===== config.mk =====
export PLATFORM = sky130hd
export DESIGN_NAME = rx_path_sequencer_flat
export DESIGN_NICKNAME = d
export VERILOG_FILES = /design/src/rtl/rx_path_sequencer_if.sv /design/src/rtl/rx_path_sequencer.sv /design/src/flat_wrapper.sv
export SDC_FILE = /design/constraint.sdc
export NUM_CORES = 1
export LEC_CHECK = 0
export ABC_CLOCK_PERIOD_IN_PS = 7100
export BUFFER_PORTS_ARGS = -buffer_cell sky130_fd_sc_hd__buf_2
export CAP_MARGIN = 20
export CORE_MARGIN = 2
export CORE_UTILIZATION = 55
export DETAILED_ROUTE_END_ITERATION = 6
export GPL_ROUTABILITY_DRIVEN = 0
export PLACE_DENSITY = 0.82
export SKIP_CTS_REPAIR_TIMING = 1
export SLEW_MARGIN = 30
export SYNTH_ARGS = -nofsm -noshare
export SYNTH_HDL_FRONTEND = slang
export SYNTH_SLANG_ARGS = --single-unit

===== constraint.sdc =====
create_clock -name clk -period 7.1 [get_ports clk]
set_input_delay 0 -clock clk [delete_from_list [all_inputs] [get_ports clk]]
set_output_delay 0 -clock clk [all_outputs]
set_load 0.005 [all_outputs]

===== src/rtl/rx_path_sequencer_if.sv =====
// Control/status bundle between the LTSSM + PIPE status side (master)
// and the RX path sequencer (slave).
interface rx_path_sequencer_if #(
  parameter int MAXLANES = 16
);
  logic                enable;
  logic [4:0]          numberOfDetectedLanes;
  logic                rateReq;
  logic [2:0]          newGen;
  logic [MAXLANES-1:0] RxValid;
  logic [MAXLANES-1:0] RxElectricalIdle;
  logic [MAXLANES-1:0] PhyStatus;
  logic [2:0]          GEN;
  logic [MAXLANES-1:0] laneMask;
  logic                pathEnable;
  logic                descramblerReset;
  logic                busy;
  logic                rateAck;
  logic                rateError;

  modport master (
    output enable, numberOfDetectedLanes, rateReq, newGen, RxValid, RxElectricalIdle, PhyStatus,
    input  GEN, laneMask, pathEnable, descramblerReset, busy, rateAck, rateError
  );

  modport slave (
    input  enable, numberOfDetectedLanes, rateReq, newGen, RxValid, RxElectricalIdle, PhyStatus,
    output GEN, laneMask, pathEnable, descramblerReset, busy, rateAck, rateError
  );
endinterface


===== src/rtl/rx_path_sequencer.sv =====
// Sequences RX path bring-up, lane-loss recovery and the PHY rate-change
// handshake; every output is a register loaded from the next-state logic.
module rx_path_sequencer #(
  parameter int MAXLANES       = 16,
  parameter int DRAIN_CYCLES   = 4,
  parameter int RESYNC_CYCLES  = 8,
  parameter int TIMEOUT_CYCLES = 1024
) (
  input logic                clk,
  input logic                reset,
  rx_path_sequencer_if.slave bus
);
  localparam int            CW          = $clog2(TIMEOUT_CYCLES) + 1;
  localparam logic [CW-1:0] CNT_MAX     = {CW{1'b1}};
  localparam logic [CW-1:0] TO_LAST     = CW'(TIMEOUT_CYCLES - 1);
  localparam logic [CW-1:0] DRAIN_LAST  = CW'(DRAIN_CYCLES - 1);
  localparam logic [CW-1:0] RESYNC_LAST = CW'(RESYNC_CYCLES - 1);

  typedef enum logic [2:0] {
    S_IDLE       = 3'd0,
    S_WAIT_VALID = 3'd1,
    S_RESYNC     = 3'd2,
    S_ACTIVE     = 3'd3,
    S_DRAIN      = 3'd4,
    S_PHY_WAIT   = 3'd5
  } state_t;

  state_t              state_q, state_d;
  logic [CW-1:0]       cnt_q, cnt_d;
  logic [2:0]          gen_q, gen_d;
  logic [2:0]          pend_gen_q, pend_gen_d;
  logic                pend_q, pend_d;
  logic [MAXLANES-1:0] phy_seen_q, phy_seen_d;
  logic [MAXLANES-1:0] mask_q, mask_d;
  logic                path_en_q, busy_q;
  logic                dsc_rst_q, dsc_rst_d;
  logic                ack_q, ack_d;
  logic                err_q, err_d;
  logic                all_valid_s;

  // An empty mask never counts as ready, so a link with no lanes times out.
  function automatic logic lanes_ready(input logic [MAXLANES-1:0] mask,
                                       input logic [MAXLANES-1:0] rxv,
                                       input logic [MAXLANES-1:0] eidle);
    return (mask != {MAXLANES{1'b0}}) && ((rxv & mask) == mask) &&
           ((eidle & mask) == {MAXLANES{1'b0}});
  endfunction

  assign all_valid_s = lanes_ready(mask_q, bus.RxValid, bus.RxElectricalIdle);

  always_comb begin
    mask_d = {MAXLANES{1'b0}};
    for (int i = 0; i < MAXLANES; i++) begin
      mask_d[i] = (i < int'(bus.numberOfDetectedLanes));
    end
  end

  always_comb begin
    state_d    = state_q;
    gen_d      = gen_q;
    pend_gen_d = pend_gen_q;
    pend_d     = pend_q;
    phy_seen_d = phy_seen_q;
    dsc_rst_d  = 1'b0;
    ack_d      = 1'b0;
    err_d      = 1'b0;
    cnt_d      = cnt_q;
    if (!bus.enable) begin
      state_d = S_IDLE;
      pend_d  = 1'b0;
    end else begin
      case (state_q)
        S_IDLE: state_d = S_WAIT_VALID;
        S_WAIT_VALID: begin
          if (all_valid_s) begin
            state_d   = S_RESYNC;
            dsc_rst_d = 1'b1;
          end else if (cnt_q == TO_LAST) begin
            state_d = S_IDLE;
            err_d   = 1'b1;
            pend_d  = 1'b0;
          end else begin
            state_d = S_WAIT_VALID;
          end
        end
        S_RESYNC: begin
          if (!all_valid_s) begin
            state_d = S_WAIT_VALID;
          end else if (cnt_q == RESYNC_LAST) begin
            state_d = S_ACTIVE;
            ack_d   = pend_q;
            pend_d  = 1'b0;
          end else begin
            state_d = S_RESYNC;
          end
        end
        S_ACTIVE: begin
          // Lane loss outranks a same-cycle rate request, which is dropped.
          if (!all_valid_s) begin
            state_d = S_WAIT_VALID;
          end else if (bus.rateReq && (bus.newGen != gen_q)) begin
            state_d    = S_DRAIN;
            pend_gen_d = bus.newGen;
          end else if (bus.rateReq) begin
            ack_d = 1'b1;
          end else begin
            state_d = S_ACTIVE;
          end
        end
        S_DRAIN: begin
          if (cnt_q == DRAIN_LAST) begin
            state_d    = S_PHY_WAIT;
            gen_d      = pend_gen_q;
            phy_seen_d = {MAXLANES{1'b0}};
          end else begin
            state_d = S_DRAIN;
          end
        end
        S_PHY_WAIT: begin
          phy_seen_d = phy_seen_q | (bus.PhyStatus & mask_q);
          if (phy_seen_d == mask_q) begin
            state_d = S_WAIT_VALID;
            pend_d  = 1'b1;
          end else if (cnt_q == TO_LAST) begin
            state_d = S_IDLE;
            err_d   = 1'b1;
          end else begin
            state_d = S_PHY_WAIT;
          end
        end
        default: state_d = S_IDLE;
      endcase
    end
    if (state_d != state_q) begin
      cnt_d = {CW{1'b0}};
    end else if (cnt_q != CNT_MAX) begin
      cnt_d = cnt_q + CW'(1);
    end else begin
      cnt_d = cnt_q;
    end
  end

  always_ff @(posedge clk or posedge reset) begin
    if (reset) begin
      state_q    <= S_IDLE;
      cnt_q      <= {CW{1'b0}};
      gen_q      <= 3'd1;
      pend_gen_q <= 3'd0;
      pend_q     <= 1'b0;
      phy_seen_q <= {MAXLANES{1'b0}};
      mask_q     <= {MAXLANES{1'b0}};
      path_en_q  <= 1'b0;
      busy_q     <= 1'b0;
      dsc_rst_q  <= 1'b0;
      ack_q      <= 1'b0;
      err_q      <= 1'b0;
    end else begin
      state_q    <= state_d;
      cnt_q      <= cnt_d;
      gen_q      <= gen_d;
      pend_gen_q <= pend_gen_d;
      pend_q     <= pend_d;
      phy_seen_q <= phy_seen_d;
      mask_q     <= mask_d;
      path_en_q  <= (state_d == S_ACTIVE);
      busy_q     <= (state_d == S_DRAIN) || (state_d == S_PHY_WAIT) || (state_d == S_RESYNC);
      dsc_rst_q  <= dsc_rst_d;
      ack_q      <= ack_d;
      err_q      <= err_d;
    end
  end

  assign bus.GEN              = gen_q;
  assign bus.laneMask         = mask_q;
  assign bus.pathEnable       = path_en_q;
  assign bus.descramblerReset = dsc_rst_q;
  assign bus.busy             = busy_q;
  assign bus.rateAck          = ack_q;
  assign bus.rateError        = err_q;
endmodule


===== src/flat_wrapper.sv =====
// flat-port wrapper written by rule: the top's interface ports become plain ports
module rx_path_sequencer_flat 
#(
  parameter int MAXLANES       = 16,
  parameter int DRAIN_CYCLES   = 4,
  parameter int RESYNC_CYCLES  = 8,
  parameter int TIMEOUT_CYCLES = 1024
)
  (clk, reset, bus_enable, bus_numberOfDetectedLanes, bus_rateReq, bus_newGen, bus_RxValid, bus_RxElectricalIdle, bus_PhyStatus, bus_GEN, bus_laneMask, bus_pathEnable, bus_descramblerReset, bus_busy, bus_rateAck, bus_rateError);
  rx_path_sequencer_if #(.MAXLANES(MAXLANES)) bus_i ();
  input logic clk;
  input logic reset;
  input wire logic [$bits(bus_i.enable)-1:0] bus_enable;
  input wire logic [$bits(bus_i.numberOfDetectedLanes)-1:0] bus_numberOfDetectedLanes;
  input wire logic [$bits(bus_i.rateReq)-1:0] bus_rateReq;
  input wire logic [$bits(bus_i.newGen)-1:0] bus_newGen;
  input wire logic [$bits(bus_i.RxValid)-1:0] bus_RxValid;
  input wire logic [$bits(bus_i.RxElectricalIdle)-1:0] bus_RxElectricalIdle;
  input wire logic [$bits(bus_i.PhyStatus)-1:0] bus_PhyStatus;
  output wire logic [$bits(bus_i.GEN)-1:0] bus_GEN;
  output wire logic [$bits(bus_i.laneMask)-1:0] bus_laneMask;
  output wire logic [$bits(bus_i.pathEnable)-1:0] bus_pathEnable;
  output wire logic [$bits(bus_i.descramblerReset)-1:0] bus_descramblerReset;
  output wire logic [$bits(bus_i.busy)-1:0] bus_busy;
  output wire logic [$bits(bus_i.rateAck)-1:0] bus_rateAck;
  output wire logic [$bits(bus_i.rateError)-1:0] bus_rateError;
  assign bus_i.enable = bus_enable;
  assign bus_i.numberOfDetectedLanes = bus_numberOfDetectedLanes;
  assign bus_i.rateReq = bus_rateReq;
  assign bus_i.newGen = bus_newGen;
  assign bus_i.RxValid = bus_RxValid;
  assign bus_i.RxElectricalIdle = bus_RxElectricalIdle;
  assign bus_i.PhyStatus = bus_PhyStatus;
  assign bus_GEN = bus_i.GEN;
  assign bus_laneMask = bus_i.laneMask;
  assign bus_pathEnable = bus_i.pathEnable;
  assign bus_descramblerReset = bus_i.descramblerReset;
  assign bus_busy = bus_i.busy;
  assign bus_rateAck = bus_i.rateAck;
  assign bus_rateError = bus_i.rateError;
  rx_path_sequencer #(.MAXLANES(MAXLANES), .DRAIN_CYCLES(DRAIN_CYCLES), .RESYNC_CYCLES(RESYNC_CYCLES), .TIMEOUT_CYCLES(TIMEOUT_CYCLES)) u_core (.clk(clk), .reset(reset), .bus(bus_i));
endmodule

==> flow_metrics.tcl <==
set metrics [dict create \
    holdCritStartpoint "bus_PhyStatus[12]" \
    drive_gt1_frac 0.276 \
    required_ns 7.28 \
    dpl_cell_area_mm2 0.00362 \
    regToRegEndpoint "u_core.cnt_q[3]" \
    violations "negative hold slack" \
    r2r-start "u_core.bus.laneMask[6]" \
    tightestPinTransition_ns 0.711 \
    clockBufferDepth 2 \
    design_area_mm2 0.00398 \
    power.leakage_nw 1.84 \
    endpoint_kind "flip-flop" \
    cp.arrival_ns 2.98 \
    vias 3003 \
    ys_top_cells_by_area "dfrtp_1 (45%), nor2_1 (5.1%), nand2b_1 (4.6%)" \
    synth_ff_type "dfrtp_1" \
    grt_antenna_before_repair 0 \
    path_class "reg -> reg" \
    layout_min_cycle_time_ns 2.80 \
    dp_hpwl_um 6060 \
    ys_types 63 \
    grt_max_degree 59 \
    hold-worst-slack_ns -0.0241 \
    synth_area_mm2 0.00315 \
    fmax_mhz 357 \
    num_rows 27 \
    crit_path_cell_trace "nor3b_1, or4_1, or3_1, nor3_1, o22ai_1, a31oi_2, nor3_1" \
    pre_cts_slack_ns 4.34 \
    clock_latency_ns 0.33 \
    yosys_warnings 0 \
    finalMaxSlewViolations 0 \
    critical_path.max_fanout 11 \
    portBuffers 83 \
    dr.pass1.iters 5 \
    clkTransAtPathRegs_ns 0.06 \
    cpMaxStageDelayCell "a31oi_2" \
    synth-edff-count 0 \
    synth_top_area_frac 0.452 \
    cp-start-kind "flip-flop" \
    cts_made_buffers 9 \
    antenna-diode-count 0 \
    drt_wl_total_um 8340 \
    postSynthNetCount 399 \
    ios 84 \
    initial_core_util 0.573 \
    avgSynthCellArea_um2 9.33 \
    finalNetCount 498 \
    grt_pass1_vias 2853 \
    dieArea_mm2 0.00635 \
    drc 0 \
    multiInputGateArea_mm2 0.00160 \
    hold_viol 9 \
    seqCellArea_mm2 0.00145 \
    yosys.area.top_type "dfrtp_1" \
    drtAntennaViolNets 0 \
    wire_per_inst_um 16.2 \
    overflow 0 \
    setup_violations 0 \
    grt_pass1_wl_um 13400 \
    ys_async_sr_fraction 1.00 \
    drt-vias-per-instance 5.84 \
    cts_tree "done" \
    finalClockSkew_ns 0.00633 \
    drtIter0Drc 327 \
    seq_area_frac_synth 0.461 \
    ys_seq_elements 58 \
    critPathMostFrequentCell "nor3_1" \
    rsz0062_at_grt "false" \
    coreArea_mm2 0.00551 \
    die_h_um 79.7 \
    finalCritPeriodShare 0.394 \
    ys_top_cells_by_count "dfrtp_1 (57), nor2_1 (43), nand2_1 (24)" \
    status "finished with violations" \
    cts_root_buf "clkbuf_8" \
    hold_path_class "in -> reg" \
    min_path_cells 3 \
    cts_sinks 58 \
    worst-r2r-cell-count 7 \
    fill_cells 428 \
    critical-path-max-stage-delay_ns 0.57 \
    yosysMostFrequentCell "dfrtp_1" \
    maxCapViolCount 0 \
    p_per_area_mw_per_mm2 184 \
    grt_use_total 0.276 \
    max-slew-margin-rel 0.526 \
    tns_ns 0 \
    area.growth.synth_to_final_pct 26.1 \
    layout_setup_ws_ns 4.30 \
    irDropWorstVdd_mv 0.126 \
    final_util 0.722 \
    rrSetupSlack_ns 4.30 \
    whs_endpoint "u_core.phy_seen_q[12]" \
    htree_levels 3 \
    die_w_um 79.7 \
    netlist_instances 338 \
]
## metal layers
metal  global-route usage  wire length, um  vias to the layer above
li1                     -                -                     1427
met1                0.380             3610                     1428
met2                0.424             4080                      134
met3               0.0430              495                       14
met4                0.138              153                        0
met5                    0                0                        -
## sequential cells by signal (all words and copies together) (netlist names)
| name | cells |
|---|---|
| u_core.pend_gen_q | 3 |
| u_core.bus.rateError | 1 |
| u_core.bus.laneMask | 16 |
| u_core.bus.pathEnable | 1 |
| u_core.bus.rateAck | 1 |
| u_core.bus.GEN | 3 |
| u_core.phy_seen_q | 16 |
| u_core.pend_q | 1 |
| u_core.state_q | 3 |
| u_core.cnt_q | 11 |
| u_core.bus.busy | 1 |
| u_core.bus.descramblerReset | 1 |
## worst max-delay path: cells and delay by family (launching register included)
| family | cells | cell delay [ns] |
|---|---|---|
| AO/OA/AOI/OAI | 2 | 0.73 |
| flip-flops | 1 | 0.46 |
| AND/OR/NAND/NOR | 5 | 1.47 |
## worst max path at each step
| stage | start | end | slack, ns |
|---|---|---|---|
| 2_1_floorplan | u_core.bus.laneMask[15] | u_core.cnt_q[2] | 4.77 |
| 3_3_place_gp | u_core.bus.laneMask[6] | u_core.cnt_q[5] | 4.14 |
| 3_5_place_dp | u_core.bus.laneMask[6] | u_core.cnt_q[3] | 4.34 |
| 4_1_cts | u_core.bus.laneMask[6] | u_core.cnt_q[3] | 4.32 |
| 5_1_grt | u_core.bus.laneMask[5] | u_core.cnt_q[6] | 4.09 |
| 6_report | u_core.bus.laneMask[6] | u_core.cnt_q[3] | 4.30 |
## kinds of logic after synthesis
kind of cell    Yosys count  synth area share
flops                    58             0.461
buf+inv                  27            0.0365
xor+xnor                  9            0.0250
mux                       7            0.0246
fa+ha+maj                 1           0.00397
simple gates            170             0.295
compound gates           66             0.154
## metrics by stage
| step | total power [mW] | instances |
|---|---|---|
| 4_1_cts | 0.726 | 497 |
| 2_1_floorplan | 0.404 | 338 |
| 6_report | 0.730 | 514 |
| 5_1_grt | 0.758 | 514 |
| 3_5_place_dp | 0.441 | 481 |
| 3_3_place_gp | 0.438 | 481 |
## final cells by class
type	count	share of cell area
inverters	13	0.0123
repair buffers	102	0.151
clock buffers	10	0.0321
well taps	72	0.0227
clock inverters	6	0.0145
flip-flops and latches	58	0.365
multi-input cells	253	0.402
## layout by cell type (no fill, tap or decap), types with 6 or more instances in the layout
cell type	synthesis	final
a31oi_1	19	18
inv_1	13	12
nor2_1	43	42
buf_2	2	83
nand4_1	7	7
nor2b_1	11	11
clkbuf_8	0	9
o21ai_0	7	7
nor3_1	17	16
a22oi_1	6	6
dlygate4sd3_1	0	17
nand2b_1	23	23
nand3_1	8	8
mux2_2	6	6
dfrtp_1	57	57
nand2_1	24	24
nor3b_1	9	9
nor4_1	6	6
## where the power goes
part           internal, mW  switching, mW  leakage [nW]
logic                0.0427         0.0444         0.999
registers             0.340         0.0167         0.744
clock network         0.159          0.127        0.0958
Power figures use the tool's default switching activity.
